`src/rtl/qspi_ctrl_pkg.sv`:
```
// rtl/qspi_ctrl_pkg.sv - shared types and constants for the QSPI RAM arbiter
package qspi_ctrl_pkg;

    typedef enum logic [2:0] {
        ST_IDLE,
        ST_CMD,
        ST_ADDR,
        ST_DUMMY,
        ST_DATA,
        ST_DONE
    } state_t;

    localparam logic [7:0] DEF_CMD_RD = 8'h03;
    localparam logic [7:0] DEF_CMD_WR = 8'h02;

    localparam logic [2:0] CMD_NIB  = 3'd2;
    localparam logic [2:0] ADDR_NIB = 3'd6;
    localparam logic [2:0] DATA_NIB = 3'd2;

    // Pick nibble idx (0 = least significant) out of a 24-bit word
    function automatic logic [3:0] nib_sel(input logic [23:0] v, input logic [2:0] idx);
        logic [3:0] n;
        case (idx)
            3'd0:    n = v[3:0];
            3'd1:    n = v[7:4];
            3'd2:    n = v[11:8];
            3'd3:    n = v[15:12];
            3'd4:    n = v[19:16];
            default: n = v[23:20];
        endcase
        return n;
    endfunction

endpackage

```
`src/rtl/qspi_ram_arb.sv`:
```
// rtl/qspi_ram_arb.sv - two-way grant logic, fixed A>B or round-robin under QSPI_ARB_RR_EN
module qspi_ram_arb (
`ifdef QSPI_ARB_RR_EN
    input  logic       clk,
    input  logic       rst_n,
    input  logic       i_take,
`endif
    input  logic       i_a_req,
    input  logic       i_b_req,
    output logic [1:0] o_gnt
);

`ifdef QSPI_ARB_RR_EN
    logic r_prio_b;

    // Priority flips to the port that was not just granted
    always_ff @(posedge clk or negedge rst_n) begin
        if (!rst_n) begin
            r_prio_b <= 1'b0;
        end else if (i_take) begin
            r_prio_b <= o_gnt[0];
        end
    end

    // Tie broken by the priority pointer; a lone requester always wins
    always_comb begin
        o_gnt = 2'b00;
        if (i_a_req && i_b_req) begin
            o_gnt = r_prio_b ? 2'b10 : 2'b01;
        end else if (i_a_req) begin
            o_gnt = 2'b01;
        end else if (i_b_req) begin
            o_gnt = 2'b10;
        end
    end
`else
    // Port A always beats port B
    always_comb begin
        o_gnt = 2'b00;
        if (i_a_req) begin
            o_gnt = 2'b01;
        end else if (i_b_req) begin
            o_gnt = 2'b10;
        end
    end
`endif

endmodule

```
`src/rtl/qspi_ram_arbiter.sv`:
```
// rtl/qspi_ram_arbiter.sv - two-port QSPI RAM arbiter and quad transaction sequencer (QSPI_ARB_RR_EN selects round-robin)
module qspi_ram_arbiter
    import qspi_ctrl_pkg::*;
#(
    parameter int         ADDR_W    = 16,
    parameter int         DUMMY_NIB = 2,
    parameter logic [7:0] CMD_RD    = DEF_CMD_RD,
    parameter logic [7:0] CMD_WR    = DEF_CMD_WR
) (
    input  logic              clk,
    input  logic              rst_n,
    input  logic              a_req,
    input  logic              a_we,
    input  logic [ADDR_W-1:0] a_addr,
    input  logic [7:0]        a_wdata,
    output logic              a_ack,
    input  logic              b_req,
    input  logic              b_we,
    input  logic [ADDR_W-1:0] b_addr,
    input  logic [7:0]        b_wdata,
    output logic              b_ack,
    output logic [7:0]        rdata,
    output logic              busy,
    output logic              cs_n,
    output logic              sclk,
    output logic [3:0]        io_do,
    output logic [3:0]        io_oe,
    input  logic [3:0]        io_di
);

    localparam logic [2:0] DUMMY_LAST = 3'(DUMMY_NIB - 1);

    state_t      r_state;
    state_t      w_state_nx;
    logic [2:0]  r_cnt;
    logic [2:0]  w_cnt_nx;
    logic        r_phase;
    logic        w_phase_nx;
    logic        r_sel_b;
    logic        r_we;
    logic [23:0] r_addr;
    logic [7:0]  r_wdata;
    logic [7:0]  r_rdata;
    logic [3:0]  r_rx;
    logic [1:0]  w_gnt;
    logic        w_take;
    logic        w_last_nib;
    logic [7:0]  w_cmd;

    qspi_ram_arb u_arb (
`ifdef QSPI_ARB_RR_EN
        .clk     (clk),
        .rst_n   (rst_n),
        .i_take  (w_take),
`endif
        .i_a_req (a_req),
        .i_b_req (b_req),
        .o_gnt   (w_gnt)
    );

    assign w_take = (r_state == ST_IDLE) && (w_gnt != 2'b00);
    assign w_cmd  = r_we ? CMD_WR : CMD_RD;
    assign busy   = ~cs_n;
    assign rdata  = r_rdata;

    // Sequencer state, nibble counter and sclk phase
    always_ff @(posedge clk or negedge rst_n) begin
        if (!rst_n) begin
            r_state <= ST_IDLE;
            r_cnt   <= 3'd0;
            r_phase <= 1'b0;
        end else begin
            r_state <= w_state_nx;
            r_cnt   <= w_cnt_nx;
            r_phase <= w_phase_nx;
        end
    end

    // Latch the winner's request at grant; shift in read nibbles at the end of sclk-high
    always_ff @(posedge clk or negedge rst_n) begin
        if (!rst_n) begin
            r_sel_b <= 1'b0;
            r_we    <= 1'b0;
            r_addr  <= 24'd0;
            r_wdata <= 8'd0;
            r_rx    <= 4'd0;
            r_rdata <= 8'd0;
        end else begin
            if (w_take) begin
                r_sel_b <= w_gnt[1];
                r_we    <= w_gnt[1] ? b_we : a_we;
                r_addr  <= w_gnt[1] ? 24'(b_addr) : 24'(a_addr);
                r_wdata <= w_gnt[1] ? b_wdata : a_wdata;
            end
            if (r_state == ST_DATA && !r_we && r_phase) begin
                r_rx <= io_di;
                if (r_cnt == DATA_NIB - 3'd1) begin
                    r_rdata <= {r_rx, io_di};
                end
            end
        end
    end

    // Next state plus pin and ack decode from the current state
    always_comb begin
        w_state_nx = r_state;
        w_cnt_nx   = r_cnt;
        w_phase_nx = r_phase;
        w_last_nib = 1'b0;
        cs_n       = 1'b1;
        sclk       = 1'b0;
        io_oe      = 4'h0;
        io_do      = 4'h0;
        a_ack      = 1'b0;
        b_ack      = 1'b0;

        case (r_state)
            ST_CMD:   w_last_nib = (r_cnt == CMD_NIB - 3'd1);
            ST_ADDR:  w_last_nib = (r_cnt == ADDR_NIB - 3'd1);
            ST_DUMMY: w_last_nib = (r_cnt == DUMMY_LAST);
            ST_DATA:  w_last_nib = (r_cnt == DATA_NIB - 3'd1);
            default:  w_last_nib = 1'b0;
        endcase

        case (r_state)
            ST_IDLE: begin
                if (w_take) begin
                    w_state_nx = ST_CMD;
                    w_cnt_nx   = 3'd0;
                    w_phase_nx = 1'b0;
                end
            end
            ST_DONE: begin
                w_state_nx = ST_IDLE;
                a_ack      = ~r_sel_b;
                b_ack      = r_sel_b;
            end
            default: begin
                cs_n       = 1'b0;
                sclk       = r_phase;
                w_phase_nx = ~r_phase;
                if (r_phase) begin
                    if (w_last_nib) begin
                        w_cnt_nx = 3'd0;
                        case (r_state)
                            ST_CMD:   w_state_nx = ST_ADDR;
                            ST_ADDR:  w_state_nx = (r_we || DUMMY_NIB == 0) ? ST_DATA : ST_DUMMY;
                            ST_DUMMY: w_state_nx = ST_DATA;
                            default:  w_state_nx = ST_DONE;
                        endcase
                    end else begin
                        w_cnt_nx = r_cnt + 3'd1;
                    end
                end
                case (r_state)
                    ST_CMD: begin
                        io_oe = 4'hF;
                        io_do = r_cnt[0] ? w_cmd[3:0] : w_cmd[7:4];
                    end
                    ST_ADDR: begin
                        io_oe = 4'hF;
                        io_do = nib_sel(r_addr, ADDR_NIB - 3'd1 - r_cnt);
                    end
                    ST_DATA: begin
                        if (r_we) begin
                            io_oe = 4'hF;
                            io_do = r_cnt[0] ? r_wdata[3:0] : r_wdata[7:4];
                        end
                    end
                    default: begin
                        io_oe = 4'h0;
                    end
                endcase
            end
        endcase
    end

endmodule

```
`config.mk`:
```
export PLATFORM = sky130hd
export DESIGN_NAME = qspi_ram_arbiter
export DESIGN_NICKNAME = d
export VERILOG_FILES = /design/src/rtl/qspi_ctrl_pkg.sv /design/src/rtl/qspi_ram_arb.sv /design/src/rtl/qspi_ram_arbiter.sv
export SDC_FILE = /design/constraint.sdc
export NUM_CORES = 1
export LEC_CHECK = 0
export CORE_MARGIN = 1
export CORE_UTILIZATION = 52
export CTS_BUF_LIST = sky130_fd_sc_hd__clkbuf_8
export DETAILED_ROUTE_END_ITERATION = 7
export PLACE_DENSITY = 0.95
export SYNTH_ARGS = -nofsm -noshare
export SYNTH_HDL_FRONTEND = slang
export SYNTH_HIERARCHICAL = 1
export SYNTH_SLANG_ARGS = --single-unit
export TNS_END_PERCENT = 50
```
`constraint.sdc`:
```
create_clock -name clk -period 5.01 [get_ports clk]
set_clock_uncertainty 0.1 [all_clocks]
set_input_delay 1.002 -clock clk [delete_from_list [all_inputs] [get_ports clk]]
set_output_delay 1.002 -clock clk [all_outputs]
set_load 0.05 [all_outputs]
```
==> run metrics, run 1 <==
status=finished with violations; violated checks=design-rule violations; gr usage total=23.21%; post-synthesis sequential area ratio=45.18%; crit path DAT=3.02 ns; routed vias/inst=5.654; number of top-level pins=79; Power Density=slightly below 600 mW/mm^2; final non-filler cell total=364; H-tree levels=2; count of final hold-check violations=0; Post-synth EDFFs=0; ant diodes=0; Inst Count DP=356; DRT Pass-1 Iters=7; Post-DRT Antenna Nets=0; Max-cap violations=0; number of remaining DRC errors=4; Initial Util=55.70%; Synth Register Bits=45; WL/cell=14.92 um; CP max FO=8; total wire length=5.432 mm; Final period util=between 80% and 90%; Net Count, Synth=309; Post-synth ARST share=100.0%; Synth cell types=between 40 and 50; Clock Pin Slew Worst Setup and Hold Paths=0.09 ns; gpl congestion=0.8244; DRT iter0 DRCs=around 170; PostCTS Resize Cnt=0; Core Area=0.004474 sq mm; RSZ-0062 raised after global routing=no; cell at the root of the clock tree=clkbuf_8; Rows=24; area of the mapped netlist=0.002492 sq mm; first-pass GRT wire length=9.177 mm; fmax=about 240 MHz; Core Util, Final=74.11%; Remaining Overflow, GRT=0; post-route setup TNS=0 ns; Setup crit start kind=flip-flop; Setup CP Type=flip-flop to primary output; die width=71.23 um; most used flip-flop cell after synthesis=dfrtp_1; LEAKAGE=1.394 nW; final slew viol count=0; Crit path required time=3.91 ns; Hold Worst Slack=roughly 0.4 ns; Worst Tran Pin Value=0.9937 ns; post-route minimum period=4.126 ns; post-CTS setup buffer count=0; Final setup viols=0; fin nets=approximately 370; share of cells above drive strength 1=5.769%; Post-DP HPWL=4.085 mm; total die area=0.005074 sq mm; syn avg cell area=10.13 sq um; crit path capture type=primary output; Longest Clk Path Bufs=2; CTS tree=yes; Clk Latency, worst-skew pair=about 0.30 ns; routed vias=2058; Area Overhead vs Synth=33.03%; yosys synthesis warning count=6; chip height=between 70 and 80 um; cts bufs inserted=5; I/O Buffers=78; Rel. slew slack=33.61%; post-route design area=0.003316 sq mm; hold_buf cts=0; clk sinks=45; worst hold path class=flip-flop to flip-flop; largest net degree at the start of global routing=a little over 50; vias in the first global route=2084; Synth Instances=~250; placed cell area=between 0.003 and 0.004 sq mm; initial antenna violation count=0; Max VDD drop=0.3763 mV
## Yosys cell counts, types with 2 or more instances
cell      instances  area (sq um)
nor2_1           32         120.1
o21bai_1          2         15.01
a21o_1            2         15.01
inv_1             5         18.77
mux2i_1          28         280.3
buf_2             8         40.04
nand2_1           7         26.28
ha_1              5         62.56
o21ai_0           5         25.02
nor3_1            5         25.02
dfrtp_1          45          1126
mux2_1            9         101.4
a31oi_1           2         12.51
buf_1             2         7.510
o31ai_1           2         15.01
buf_4             6         45.04
mux2_2            4         45.04
nand3_1           2         10.01
clkbuf_1          3         11.26
o22ai_1           5         31.28
a221oi_1          4         35.03
a21oi_1          28         140.1
nor2b_1           6         37.54
nor3b_1           2         15.01
buf_6             2         22.52
nand2b_1          5         31.28
a22o_1            5         43.79
## worst max-delay path: stages (launching register included)
cell and delay (ns):
dfrtp_1 0.54, inv_1 0.16, ha_1 0.29, or4_1 0.55, nand4b_1 0.20, o22ai_1 0.12
a21o_1 0.17, clkdlybuf4s50_1 0.69
## layout make-up
class | instances | area, sq um
fillers | 333 | 1159
multi-input cells | 175 | 1229
inverters | 5 | 18.77
repair buffers | 79 | 783.3
flip-flops and latches | 45 | 1126
clock inverters | 3 | 25.02
well taps | 52 | 65.06
clock buffers | 5 | 68.82
## through the flow
stage / total power, mW / worst slack [ns]
floorplan: 1.462 / 1.350
global placement: 1.690 / 1.380
detailed placement: 1.738 / 1.269
CTS: 1.977 / 0.9328
global route: 2.098 / 0.8235
finish: 1.974 / 0.8844
## placed cells by master (no fill, tap or decap), drive strengths merged, types with 3 or more instances in the layout
cell type / synthesis / routed
clkdlybuf4s50: 0 / 77
nand2: 7 / 7
o22ai: 5 / 5
dfrtp: 45 / 45
ha: 5 / 5
nand2b: 5 / 5
mux2i: 28 / 28
nor2: 32 / 32
a22o: 5 / 5
inv: 5 / 6
a21oi: 28 / 28
a221oi: 4 / 4
mux2: 13 / 13
nor3: 5 / 5
nor3b: 3 / 3
nor2b: 8 / 8
clkbuf: 3 / 5
o21ai: 6 / 6
## final timing paths
path	start	endpoint	slack [ns]	cells after the start
setup / recovery	r_cnt[0]	io_do[1]	0.88	7
hold / removal	rdata[6]	rdata[6]	0.39	1
setup reg to reg	r_state[0]	r_wdata[3]	2.65	4
hold reg to reg	rdata[6]	rdata[6]	0.39	1
max in group asynchronous	rst_n	r_wdata[3]	3.47	1
min in group asynchronous	rst_n	r_phase	0.74	1
## routing by layer
metal / vias up / global-route usage (%) / wire, um
li1: 1003 / - / -
met1: 948 / 30.26 / 2313
met2: 93 / 39.47 / 2717
met3: 14 / 4.782 / 314
met4: 0 / 6.444 / 87
met5: - / 0 / 0
## registers in the layout, summed over array words and instances, names as in the netlist
name,cells
r_state,3
r_addr,16
r_phase,1
r_wdata,8
r_rx,4
r_we,1
rdata,8
r_cnt,3
r_sel_b,1
## kinds of logic (layout without fill, tap and decap cells)
logic type | Yosys count | after routing | synth area share [%]
and+or+nand+nor | 67 | 67 | 13.76
adders and majority gates | 5 | 5 | 2.510
AOI/OAI and AO/OA | 61 | 61 | 15.26
buffers and inverters | 26 | 92 | 5.823
xor gates and xnor gates | 1 | 1 | 0.3515
muxes | 41 | 41 | 17.12
DFF | 45 | 45 | 45.18
## report_power, final
group | internal (mW) | switching (mW)
Combinational | 0.424 | 0.649
Clock | 0.101 | 0.134
Sequential | 0.512 | 0.155
Total | 1.04 | 0.937
No activity file was read; power rests on OpenSTA's default activity.
==> run 2: changes to the inputs <==
--- a/config.mk
+++ b/config.mk
@@ -6,10 +6,10 @@
 export NUM_CORES = 1
 export LEC_CHECK = 0
 export CORE_MARGIN = 1
-export CORE_UTILIZATION = 52
+export CORE_UTILIZATION = 48
 export CTS_BUF_LIST = sky130_fd_sc_hd__clkbuf_8
 export DETAILED_ROUTE_END_ITERATION = 7
-export PLACE_DENSITY = 0.95
+export PLACE_DENSITY = 0.92
 export SYNTH_ARGS = -nofsm -noshare
 export SYNTH_HDL_FRONTEND = slang
 export SYNTH_HIERARCHICAL = 1
==> constraint.sdc (replaced) <==
create_clock -name clk -period 4.1 [get_ports clk]
set_clock_uncertainty 0.1 [all_clocks]
set_input_delay 0.82 -clock clk [delete_from_list [all_inputs] [get_ports clk]]
set_output_delay 0.82 -clock clk [all_outputs]
set_load 0.05 [all_outputs]
==> run 2 against run 1 <==
Net effect: the flow now finishes without violations; core utilization is 5.4 points lower; sequential share of layout area is 0.15 points lower; count of clock-buffer cells in the layout stayed put; combinational power is 21% higher; first-iteration DRC count is 19% lower; sequential power is 21% higher; worst setup slack worse by 0.63 ns; via count is 0.34% lower; sequential cell count stayed put; critical endpoint unchanged.
==> run metrics, run 2 (synthesis gave the netlist of run 1 again) <==
cts bufs inserted=5 (unchanged); Clock Pin Slew Worst Setup and Hold Paths=0.09 ns (about the same); largest net degree at the start of global routing=51 (unchanged); number of remaining DRC errors=0 (-4); grt peak-use layer=met2; I/O Buffers=78 (unchanged); number of flip-flops in the largest register=16 (unchanged); vias in the first global route=1998 (-4.1%); hold_buf cts=0 (unchanged); Final setup viols=0 (unchanged); Rows=25 (+4.2%); Longest Clk Path Bufs=2 (unchanged); ant diodes=0 (unchanged); post-CTS setup buffer count=0 (unchanged); Worst R2R Path Depth=4 (unchanged); total wire length=5.292 mm (-2.6%); Setup CP Type=flip-flop to primary output; Crit path required time=3.18 ns (-0.73 ns); total power=2.388 mW (+21%); clk sinks=45 (unchanged); Final period util=93.91%; count of final hold-check violations=0 (unchanged); GR Util met3=5.962% (+1.2 points); H-tree levels=2 (unchanged); gpl congestion=0.7835 (-5.0%); Hold Worst Slack=0.3906 ns (-0.00002800 ns); initial antenna violation count=0 (unchanged); GR met2 Demand/Resource=35.56% (-3.9 points); worst path cell trace=inv_1, ha_1, or4_1, nand4b_1, o22ai_1, a21o_1, clkdlybuf4s50_1; Area Overhead vs Synth=33.63%; first-pass GRT wire length=8.914 mm (-2.9%); status=completed; Max-cap violations=0 (unchanged); CTS tree=yes; CP Depth=7 (unchanged); WL/cell=13.96 um (-6.4%); total die area=0.005485 sq mm (+8.1%); DRT iter0 DRCs=133 (-19%); die width=74.06 um (+4.0%); final slew viol count=0 (unchanged); Power Density=716.9 mW/mm^2 (+20%); commonest non-fill, non-tap cell in the layout=clkdlybuf4s50_1; Core Area=0.004848 sq mm (+8.4%); Setup crit start kind=flip-flop; Worst Tran Pin Value=0.9731 ns (-0.02069 ns); fmax=259.7 MHz; crit path capture type=primary output; CP startpoint=r_cnt[0]; CP max FO=8 (unchanged); Post-DP HPWL=3.974 mm (-2.7%); crit path DAT=2.93 ns (-0.09 ns); R2R Setup Slk=1.76 ns (-0.89 ns); DRT Pass-1 Iters=4 (-3); fin nets=374 (unchanged); Max VDD drop=0.4850 mV (+29%); share of cells above drive strength 1=5.769% (unchanged); Remaining Overflow, GRT=0 (unchanged); cell at the root of the clock tree=clkbuf_8; CP Capture Point=io_do[1]; chip height=74.06 um (+4.0%); post-route setup TNS=0 ns (unchanged); Slowest cell on crit path=clkdlybuf4s50_1; Initial Util=51.41% (-4.3 points); Top delay family on crit path=buffers and inverters; Crit path buffers/inverters=2 (unchanged); worst reg2reg path startpoint=r_state[0]; Critical Path Max Stage Delay=0.69 ns (about the same); Rel. slew slack=35.13% (+1.5 points); number of top-level pins=79 (unchanged); routed vias=2051 (-0.34%); Post-DRT Antenna Nets=0 (unchanged); met1 GRT Util=26.50% (-3.8 points); Largest Register=r_addr; RSZ-0062 raised after global routing=no; Clk Latency, worst-skew pair=0.30 ns (about the same); PostCTS Resize Cnt=0 (unchanged); routed vias/inst=5.412 (-4.3%); LEAKAGE=1.394 nW (about the same); gr usage total=21.45% (-1.8 points); r2r endpoint=rdata[4]; post-route minimum period=3.850 ns; commonest cells after routing, fill and taps aside=clkdlybuf4s50_1, dfrtp_1, nor2_1; worst hold path class=flip-flop to flip-flop
-- run 2: cell counts in the layout (fill, tap and decap cells not counted) --
No cell type changed its count.
-- run 2: report_power, final --
part           switching [mW]  internal, mW  leakage [nW]  total, mW
combinational           0.782         0.518         0.807       1.30
sequential              0.185         0.625         0.543      0.810
clock                   0.157         0.121        0.0445      0.278
-- run 2: cell type report --
| class | count | area [sq um] |
|---|---|---|
| fillers | 383 | 1518 |
| multi-input cells | 175 | 1229 |
| inverters | 5 | 18.77 |
| repair buffers | 79 | 783.3 |
| well taps | 67 | 83.83 |
| clock inverters | 3 | 21.27 |
| flip-flops and latches | 45 | 1126 |
| clock buffers | 5 | 68.82 |
-- run 2: worst min-delay path by stage --
stage	startpoint	end	slack, ns	cells past startpoint
floorplan	r_rx[0]	rdata[4]	0.36	1
global placement	r_rx[1]	rdata[5]	0.36	1
detailed placement	r_rx[1]	rdata[5]	0.37	1
CTS	rdata[0]	rdata[0]	0.40	1
global route	rdata[0]	rdata[0]	0.42	1
finish	rdata[0]	rdata[0]	0.39	1
-- run 2: per-layer routing --
metal | up-vias | wire length (um)
met5 | - | 0
met4 | 0 | 102
met3 | 10 | 357
met2 | 82 | 2551
met1 | 957 | 2281
li1 | 1002 | -
-- run 2: worst reg2reg max path: stages (launching register included) --
cell,delay (ns)
dfrtp_1,0.60
nor2b_2,0.37
nor3b_4,0.37
and2_1,0.42
mux2_1,0.37
-- run 2: per-stage QoR --
step | instance area, sq um | cells | setup slack [ns] | utilization, %
final | 3331 | 379 | 0.2496 | 68.70
after global routing | 3331 | 379 | 0.1218 | 68.70
after CTS | 3331 | 379 | 0.2660 | 68.70
after floorplan | 2492 | 246 | 0.6219 | -
after global placement | 3241 | 371 | 0.6530 | 66.84
after detailed placement | 3241 | 371 | 0.5935 | 66.84
